<file path="config.mk">
export PLATFORM = sky130hd
export DESIGN_NAME = mem_port_arbiter
export DESIGN_NICKNAME = d
export VERILOG_FILES = /design/src/rtl/mem_port_arbiter.sv
export SDC_FILE = /design/constraint.sdc
export NUM_CORES = 1
export LEC_CHECK = 0
export CORE_UTILIZATION = 36
export CTS_CLUSTER_SIZE = 10
export DETAILED_ROUTE_END_ITERATION = 8
export PLACE_DENSITY = 0.77
export SLEW_MARGIN = 20
export SYNTH_ARGS = -nofsm -noshare
export SYNTH_HDL_FRONTEND = slang
export SYNTH_SLANG_ARGS = --single-unit
</file>
<file path="constraint.sdc">
create_clock -name CLK -period 1.7 [get_ports CLK]
set_input_delay 0.255 -clock CLK [delete_from_list [all_inputs] [get_ports CLK]]
set_output_delay 0.255 -clock CLK [all_outputs]
set_load 0.02 [all_outputs]
</file>
<file path="src/rtl/mem_port_arbiter.sv">
// Arbitrates the core's instruction-fetch and data ports onto one single-ported memory with fixed latency.
// Ties in IDLE are round-robin; defining ARB_FIXED_PRIO_EN always grants ties to the data port.
module mem_port_arbiter #(
  parameter int MEM_LAT = 2,
  parameter int AW      = 32
) (
  input  logic          CLK,
  input  logic          RESET,
  input  logic          iReq,
  input  logic [AW-1:0] iAddr,
  output logic          iAck,
  output logic [31:0]   iRdata,
  input  logic          dReq,
  input  logic          dWe,
  input  logic [AW-1:0] dAddr,
  input  logic [31:0]   dWdata,
  output logic          dAck,
  output logic [31:0]   dRdata,
  output logic          memEn,
  output logic          memWe,
  output logic [AW-1:0] memAddr,
  output logic [31:0]   memWdata,
  input  logic [31:0]   memRdata,
  output logic          busy
);

  localparam logic [3:0] LAT = 4'(MEM_LAT);

  typedef enum logic [1:0] {IDLE, ACCESS, DONE} state_t;

  state_t     state_reg;
  logic [3:0] cnt_reg;
  logic       owner_d_reg;
  logic       we_reg;
`ifndef ARB_FIXED_PRIO_EN
  logic       last_d_reg;
`endif
  logic       grant_i;
  logic       grant_d;

  always_comb begin
    grant_i = 1'b0;
    grant_d = 1'b0;
    case (state_reg)
      IDLE: begin
        if (iReq && dReq) begin
`ifdef ARB_FIXED_PRIO_EN
          grant_d = 1'b1;
`else
          grant_d = !last_d_reg;
          grant_i = last_d_reg;
`endif
        end else begin
          grant_i = iReq;
          grant_d = dReq;
        end
      end
      DONE: begin
        // The port being acked still holds req for the finished transfer, so only the other may win.
        grant_i = owner_d_reg && iReq;
        grant_d = !owner_d_reg && dReq;
      end
      default: ;
    endcase
  end

  always_ff @(posedge CLK) begin
    if (RESET) begin
      state_reg   <= IDLE;
      cnt_reg     <= '0;
      owner_d_reg <= 1'b0;
      we_reg      <= 1'b0;
`ifndef ARB_FIXED_PRIO_EN
      last_d_reg  <= 1'b0;
`endif
      iAck        <= 1'b0;
      dAck        <= 1'b0;
      iRdata      <= '0;
      dRdata      <= '0;
      memEn       <= 1'b0;
      memWe       <= 1'b0;
      memAddr     <= '0;
      memWdata    <= '0;
      busy        <= 1'b0;
    end else begin
      memEn <= 1'b0;
      memWe <= 1'b0;
      iAck  <= 1'b0;
      dAck  <= 1'b0;
      case (state_reg)
        ACCESS: begin
          cnt_reg <= cnt_reg + 4'd1;
          if (cnt_reg == LAT) begin
            state_reg <= DONE;
            if (owner_d_reg) begin
              dAck <= 1'b1;
              if (!we_reg) dRdata <= memRdata;
            end else begin
              iAck   <= 1'b1;
              iRdata <= memRdata;
            end
          end
        end
        default: begin
          // IDLE and DONE both arbitrate; an unused encoding falls back to IDLE.
          if (grant_i || grant_d) begin
            state_reg   <= ACCESS;
            cnt_reg     <= 4'd1;
            owner_d_reg <= grant_d;
            we_reg      <= grant_d && dWe;
`ifndef ARB_FIXED_PRIO_EN
            last_d_reg  <= grant_d;
`endif
            memEn       <= 1'b1;
            memWe       <= grant_d && dWe;
            memAddr     <= grant_d ? dAddr : iAddr;
            // Fetches carry no write data, so memWdata keeps the last data-port word.
            if (grant_d) memWdata <= dWdata;
            busy        <= 1'b1;
          end else begin
            state_reg <= IDLE;
            busy      <= 1'b0;
          end
        end
      endcase
    end
  end

endmodule

</file>
==> results of run 1 <==
-- report_power, final --
group	internal, mW	total (mW)	switching, mW
combinational	0.723	1.33	0.608
clock	2.16	3.56	1.41
sequential	3.46	3.55	0.0861
total	6.34	8.44	2.10
-- final cells by class --
cell class	count	area, µm²
fillers	1195	5144
repair buffers	292	2973
flip-flops and latches	141	2825
multi-input cells	395	2128
clock buffers	18	429.2
well taps	180	225.2
clock inverters	14	145.1
inverters	3	11.26
-- final timing paths --
check	startpoint	to	slack, ps
min	RESET	last_d_reg	190
min reg2reg	dRdata[4]	dRdata[4]	450
max reg2reg	cnt_reg[3]	dRdata[6]	-60
max	cnt_reg[3]	dRdata[6]	-60
-- cell usage after synthesis (all sizes together) (2+ instances only) --
cell     count  share of area, %
clkbuf      24               1.8
nand3b       2              0.29
buf         20               2.3
a211oi       2              0.39
nor3         5              0.59
ha           2              0.49
nor2         9              0.66
dfxtp      141                55
inv          3              0.22
o21ai        2              0.20
a21oi       98               9.6
nor2b        3              0.37
mux2i       33               6.4
o2bb2ai     33               5.6
nand2      195                14
and2         2              0.24
-- cells by family (layout without fill, tap and decap cells) --
kind of cell               count (synthesis)  after routing  share of synthesized area (%)
adders and majority gates                  2              2                         0.4880
DFF                                      141            141                          55.05
xor gates and xnor gates                   1              1                         0.1708
AOI/OAI and AO/OA                        136            136                          15.96
buffers and inverters                     47            327                          4.295
and+or+nand+nor                          223            223                          17.59
muxes                                     33             33                          6.442
-- metal layers --
metal / routed length (µm) / up-vias / GRT usage [%]
li1: - / 2490 / -
met1: 6108 / 2290 / 23.73
met2: 7483 / 179 / 35.65
met3: 1035 / 26 / 6.579
met4: 354 / 0 / 10.65
met5: 0 / - / 0
-- per-stage QoR --
stage / utilization, % / TNS (ps) / instances
after floorplan: - / -1231 / 583
after global placement: 58.55 / -700.6 / 1011
after detailed placement: 58.55 / -4327 / 1011
after CTS: 62.72 / -1197 / 1043
after global routing: 62.94 / -4938 / 1043
final: 62.94 / -1122 / 1043
-- worst reg2reg max path, stage by stage, from the launching register on --
cell,delay [ps]
dfxtp_1,310
or4b_4,550
or3b_1,420
buf_12,190
nand2_1,110
a21oi_2,60
-- repair_timing --
item                       CTS  global route
setup endpoints to repair   50            83
gates resized for setup      1            10
hold endpoints to repair     0             0
-- layout by cell type, fill, tap and decap left out, types with 2 or more instances in the layout --
cell	instances
a21oi_1	91
a21oi_2	7
and2_1	2
buf_12	9
buf_4	19
bufinv_16	2
clkbuf_16	17
clkdlybuf4s50_1	261
clkinv_2	5
clkinv_4	5
dfxtp_1	139
dfxtp_2	2
dlymetal6s2s_1	3
ha_1	2
inv_1	3
mux2i_1	33
nand2_1	194
nand3b_1	2
nor2_1	8
nor2b_1	3
nor3_1	4
o21ai_0	2
o2bb2ai_1	33
==> impl_metrics.tcl, run 1 <==
set metrics [dict create \
    rows 43 \
    root_buffer "clkbuf_16" \
    gp_congestion 0.7434 \
    tritoncts "yes" \
    antenna_found_initial 0 \
    rsz0062_at_grt "true" \
    skew_ps 6.938 \
    first_global_vias 5004 \
    worstHoldPathCells 2 \
    grt_max_degree 55 \
    post-route-drc-count 0 \
    slowest_stage "or4b_4" \
    syn_area_um2 5127 \
    ys_ff_latch 141 \
    worst_slack_ps -58.70 \
    htreeDepth 4 \
    coreArea_um2 13880 \
    path_clk_slew_ps 60 \
    cts_buffer_depth 2 \
    nNetsFinal 985 \
    status "complete, but fails checks" \
    drt_iter0_drc 220 \
    drt_first_pass_iters 6 \
    final_area_um2 8737 \
    ir_worst_vdd_mv 0.6342 \
    die_area_um2 14720 \
    crit_path_end_kind "flip-flop" \
    worst_pin_slew_ps 387.6 \
    path_cells "or4b_4, or3b_1, buf_12, nand2_1, a21oi_2" \
    path_depth 5 \
    die_h_um 121.3 \
    drive_gt1_share_pct 8.691 \
    leakage_nw 3.277 \
    clkSinkCount 141 \
    async_flop_share_pct 0 \
    rr_worst_depth 5 \
    syn_area_per_cell_um2 8.795 \
    post-cts-setup-buffers 0 \
    vias_per_cell 4.779 \
    required_ps 1990 \
    hold_buffers 0 \
    pin_count 266 \
    place_area_um2 8128 \
    synth_edf_count 0 \
    synth_nets 718 \
    fmax_ghz 0.5686 \
    path_class "flip-flop to flip-flop" \
    p_total_mw 8.442 \
    ant_nets 0 \
    antenna_cells 0 \
    area_growth_pct 70.40 \
    synth-main-ff-cell "dfxtp_1" \
    cts_buffers 17 \
    num_vias 4985 \
    drt-total-wl_um 14980 \
    max_stage_delay_ps 550 \
    cp.arrival_ps 2050 \
    clk_latency_ps 410 \
    finalCritPeriodShare_pct 103.5 \
    path_buf_inv 1 \
    dp_hpwl_um 10520 \
    pre_cts_slack_ps -122.9 \
    syn_inst 583 \
    hold-worst-slack_ps 185.5 \
    hold_violations 0 \
    yosys_warnings 0 \
    critPathTopFamily "simple AND/OR/NAND/NOR gates" \
    relSlewSlack_pct 74.16 \
    violations "setup timing" \
    numPortBuffers 265 \
    overflow 0 \
    setup_violations 39 \
    drv_slew 0 \
    max_cap_violations 0 \
    dieWidth_um 121.3 \
    wire_per_inst_um 14.36 \
    critPathLaunchType "flip-flop" \
    cp_max_fo 30 \
    ys_seq_area_share_pct 55.05 \
    synth.distinct_cells 28 \
    hold_path.class "primary input to flip-flop" \
    p_per_area_nw_per_um2 966.2 \
    grt_usage_pct 21.07 \
    min_period_ps 1759 \
    grt_pass1_wl_um 24070 \
    initial_utilization_pct 36.94 \
]
Power figures use the tool's default switching activity.
==> run 2: changes to the inputs <==
--- a/config.mk
+++ b/config.mk
@@ -13,3 +13,4 @@
 export SYNTH_ARGS = -nofsm -noshare
 export SYNTH_HDL_FRONTEND = slang
 export SYNTH_SLANG_ARGS = --single-unit
+export TNS_END_PERCENT = 1
==> impl_metrics.tcl, run 2 (synthesis results as in run 1) <==
set metrics [dict create \
    die_area_um2 14720 \
    dp_hpwl_um 10670 \
    hold_path.class "primary input to flip-flop" \
    worst_pin_slew_ps 378.5 \
    rows 43 \
    cts_buffer_depth 2 \
    ir_worst_vdd_mv 0.6592 \
    critPathLaunchType "flip-flop" \
    hold_buffers 0 \
    leakage_nw 3.320 \
    root_buffer "clkbuf_16" \
    coreArea_um2 13880 \
    pin_count 266 \
    power_switching_mw 2.045 \
    fin_util_pct 63.73 \
    drive_gt1_share_pct 9.711 \
    grt_pass1_wl_um 23390 \
    die_h_um 121.3 \
    ant_nets 0 \
    r2r-start "cnt_reg[3]" \
    setup_violations 46 \
    status "complete, but fails checks" \
    worst_slack_ps -65.69 \
    fmax_ghz 0.5664 \
    grt_usage_pct 20.66 \
    drt_first_pass_iters 5 \
    rsz0062_at_grt "true" \
    drt_iter0_drc 232 \
    first_global_vias 4740 \
    initial_utilization_pct 36.94 \
    power.share.clock_pct 43.7 \
    path_clk_slew_ps 60 \
    p_comb_share_pct 15.4 \
    cp.arrival_ps 2110 \
    pwr-share-seq_pct 40.9 \
    hold_violations 0 \
    cts_buffers 17 \
    tritoncts "yes" \
    wire_per_inst_um 14.51 \
    cp_max_fo 10 \
    num_vias 4980 \
    nFillCells 1183 \
    pre_cts_slack_ps -175.2 \
    overflow 0 \
    mostFrequentLayoutCell "clkdlybuf4s50_1" \
    max_cap_violations 0 \
    grt_max_degree 36 \
    dieWidth_um 121.3 \
    clkSinkCount 141 \
    nNetsFinal 988 \
    required_ps 2040 \
    clk_latency_ps 420 \
    p_per_area_nw_per_um2 980.9 \
    layout_common_cells "261 x clkdlybuf4s50_1, 191 x nand2_1, 140 x dfxtp_1" \
    crit_start "cnt_reg[3]" \
    path_class "flip-flop to flip-flop" \
    crit_path_end_kind "flip-flop" \
    antenna_found_initial 0 \
    gp_congestion 0.7489 \
    post-route-drc-count 0 \
    intPower_mw 6.632 \
    min_period_ps 1766 \
    vias_per_cell 4.766 \
    skew_ps 5.469 \
    relSlewSlack_pct 74.77 \
    drv_slew 0 \
    violations "setup timing" \
    antenna_cells 0 \
    drt-total-wl_um 15160 \
    finalCritPeriodShare_pct 103.9 \
    htreeDepth 4 \
    area_growth_pct 72.52 \
    numPortBuffers 265 \
    switching_share_pct 23.56 \
    holdCritStartpoint "RESET" \
]
## run 2: path summary, 6_finish.rpt
path              cells after the start  slack, ps    endpoint
setup / recovery                      7        -70  dRdata[26]
hold / removal                        2        190  dRdata[21]
setup reg to reg                      7        -70  dRdata[26]
hold reg to reg                       2        450  dRdata[27]
## run 2: critical path, cell delays in order, from the launching register on
cell and delay [ps]:
dfxtp_1 310, or4b_4 560, buf_6 140, nor3b_4 200, buf_4 150, clkbuf_16 150, nand2_1 60, a21oi_1 120
## run 2: final cells by class
| class | count | area [µm²] | share of cell area, % |
|---|---|---|---|
| Clock buffer | 24 | 491.7 | 5.559 |
| Clock inverter | 7 | 110.1 | 1.245 |
| Timing Repair Buffer | 295 | 3023 | 34.17 |
| Sequential cell | 141 | 2824 | 31.92 |
| Tap cell | 180 | 225.2 | 2.546 |
| Inverter | 3 | 11.26 | 0.1273 |
| Multi-Input combinational cell | 395 | 2161 | 24.43 |
## run 2: timing repair
item,in CTS,in global routing
setup buffers,0,2
cloned,0,1
endpoints found under the setup margin,33,100
resized for setup,10,17
pin swaps,0,2
## run 2: stage by stage
step	instance area, µm²	hold WS (ps)	std cells	power, mW	setup TNS, ps
global placement	8114	441.1	1011	4.939	-4028
finish	8846	185.8	1045	8.677	-1402
floorplan	5127	391.0	583	4.172	-1864
CTS	8751	184.1	1042	8.752	-558.3
global route	8846	195.4	1045	9.011	-5616
detailed placement	8114	445.7	1011	4.950	-5523
## run 2: power by group through the flow
stage	registers, mW	clock network [mW]	logic (mW)
after global placement	3.62	0	1.32
after CTS	3.55	3.86	1.34
after global routing	3.57	4.01	1.43
after floorplan	3.79	0	0.386
after detailed placement	3.62	0	1.33
final	3.55	3.79	1.34
## run 2: per-layer routing
layer | track usage [%] | routed length [µm]
met1 | 23.51 | 6248
met2 | 34.41 | 7352
met3 | 6.438 | 1071
met4 | 10.96 | 492
met5 | 0 | 0
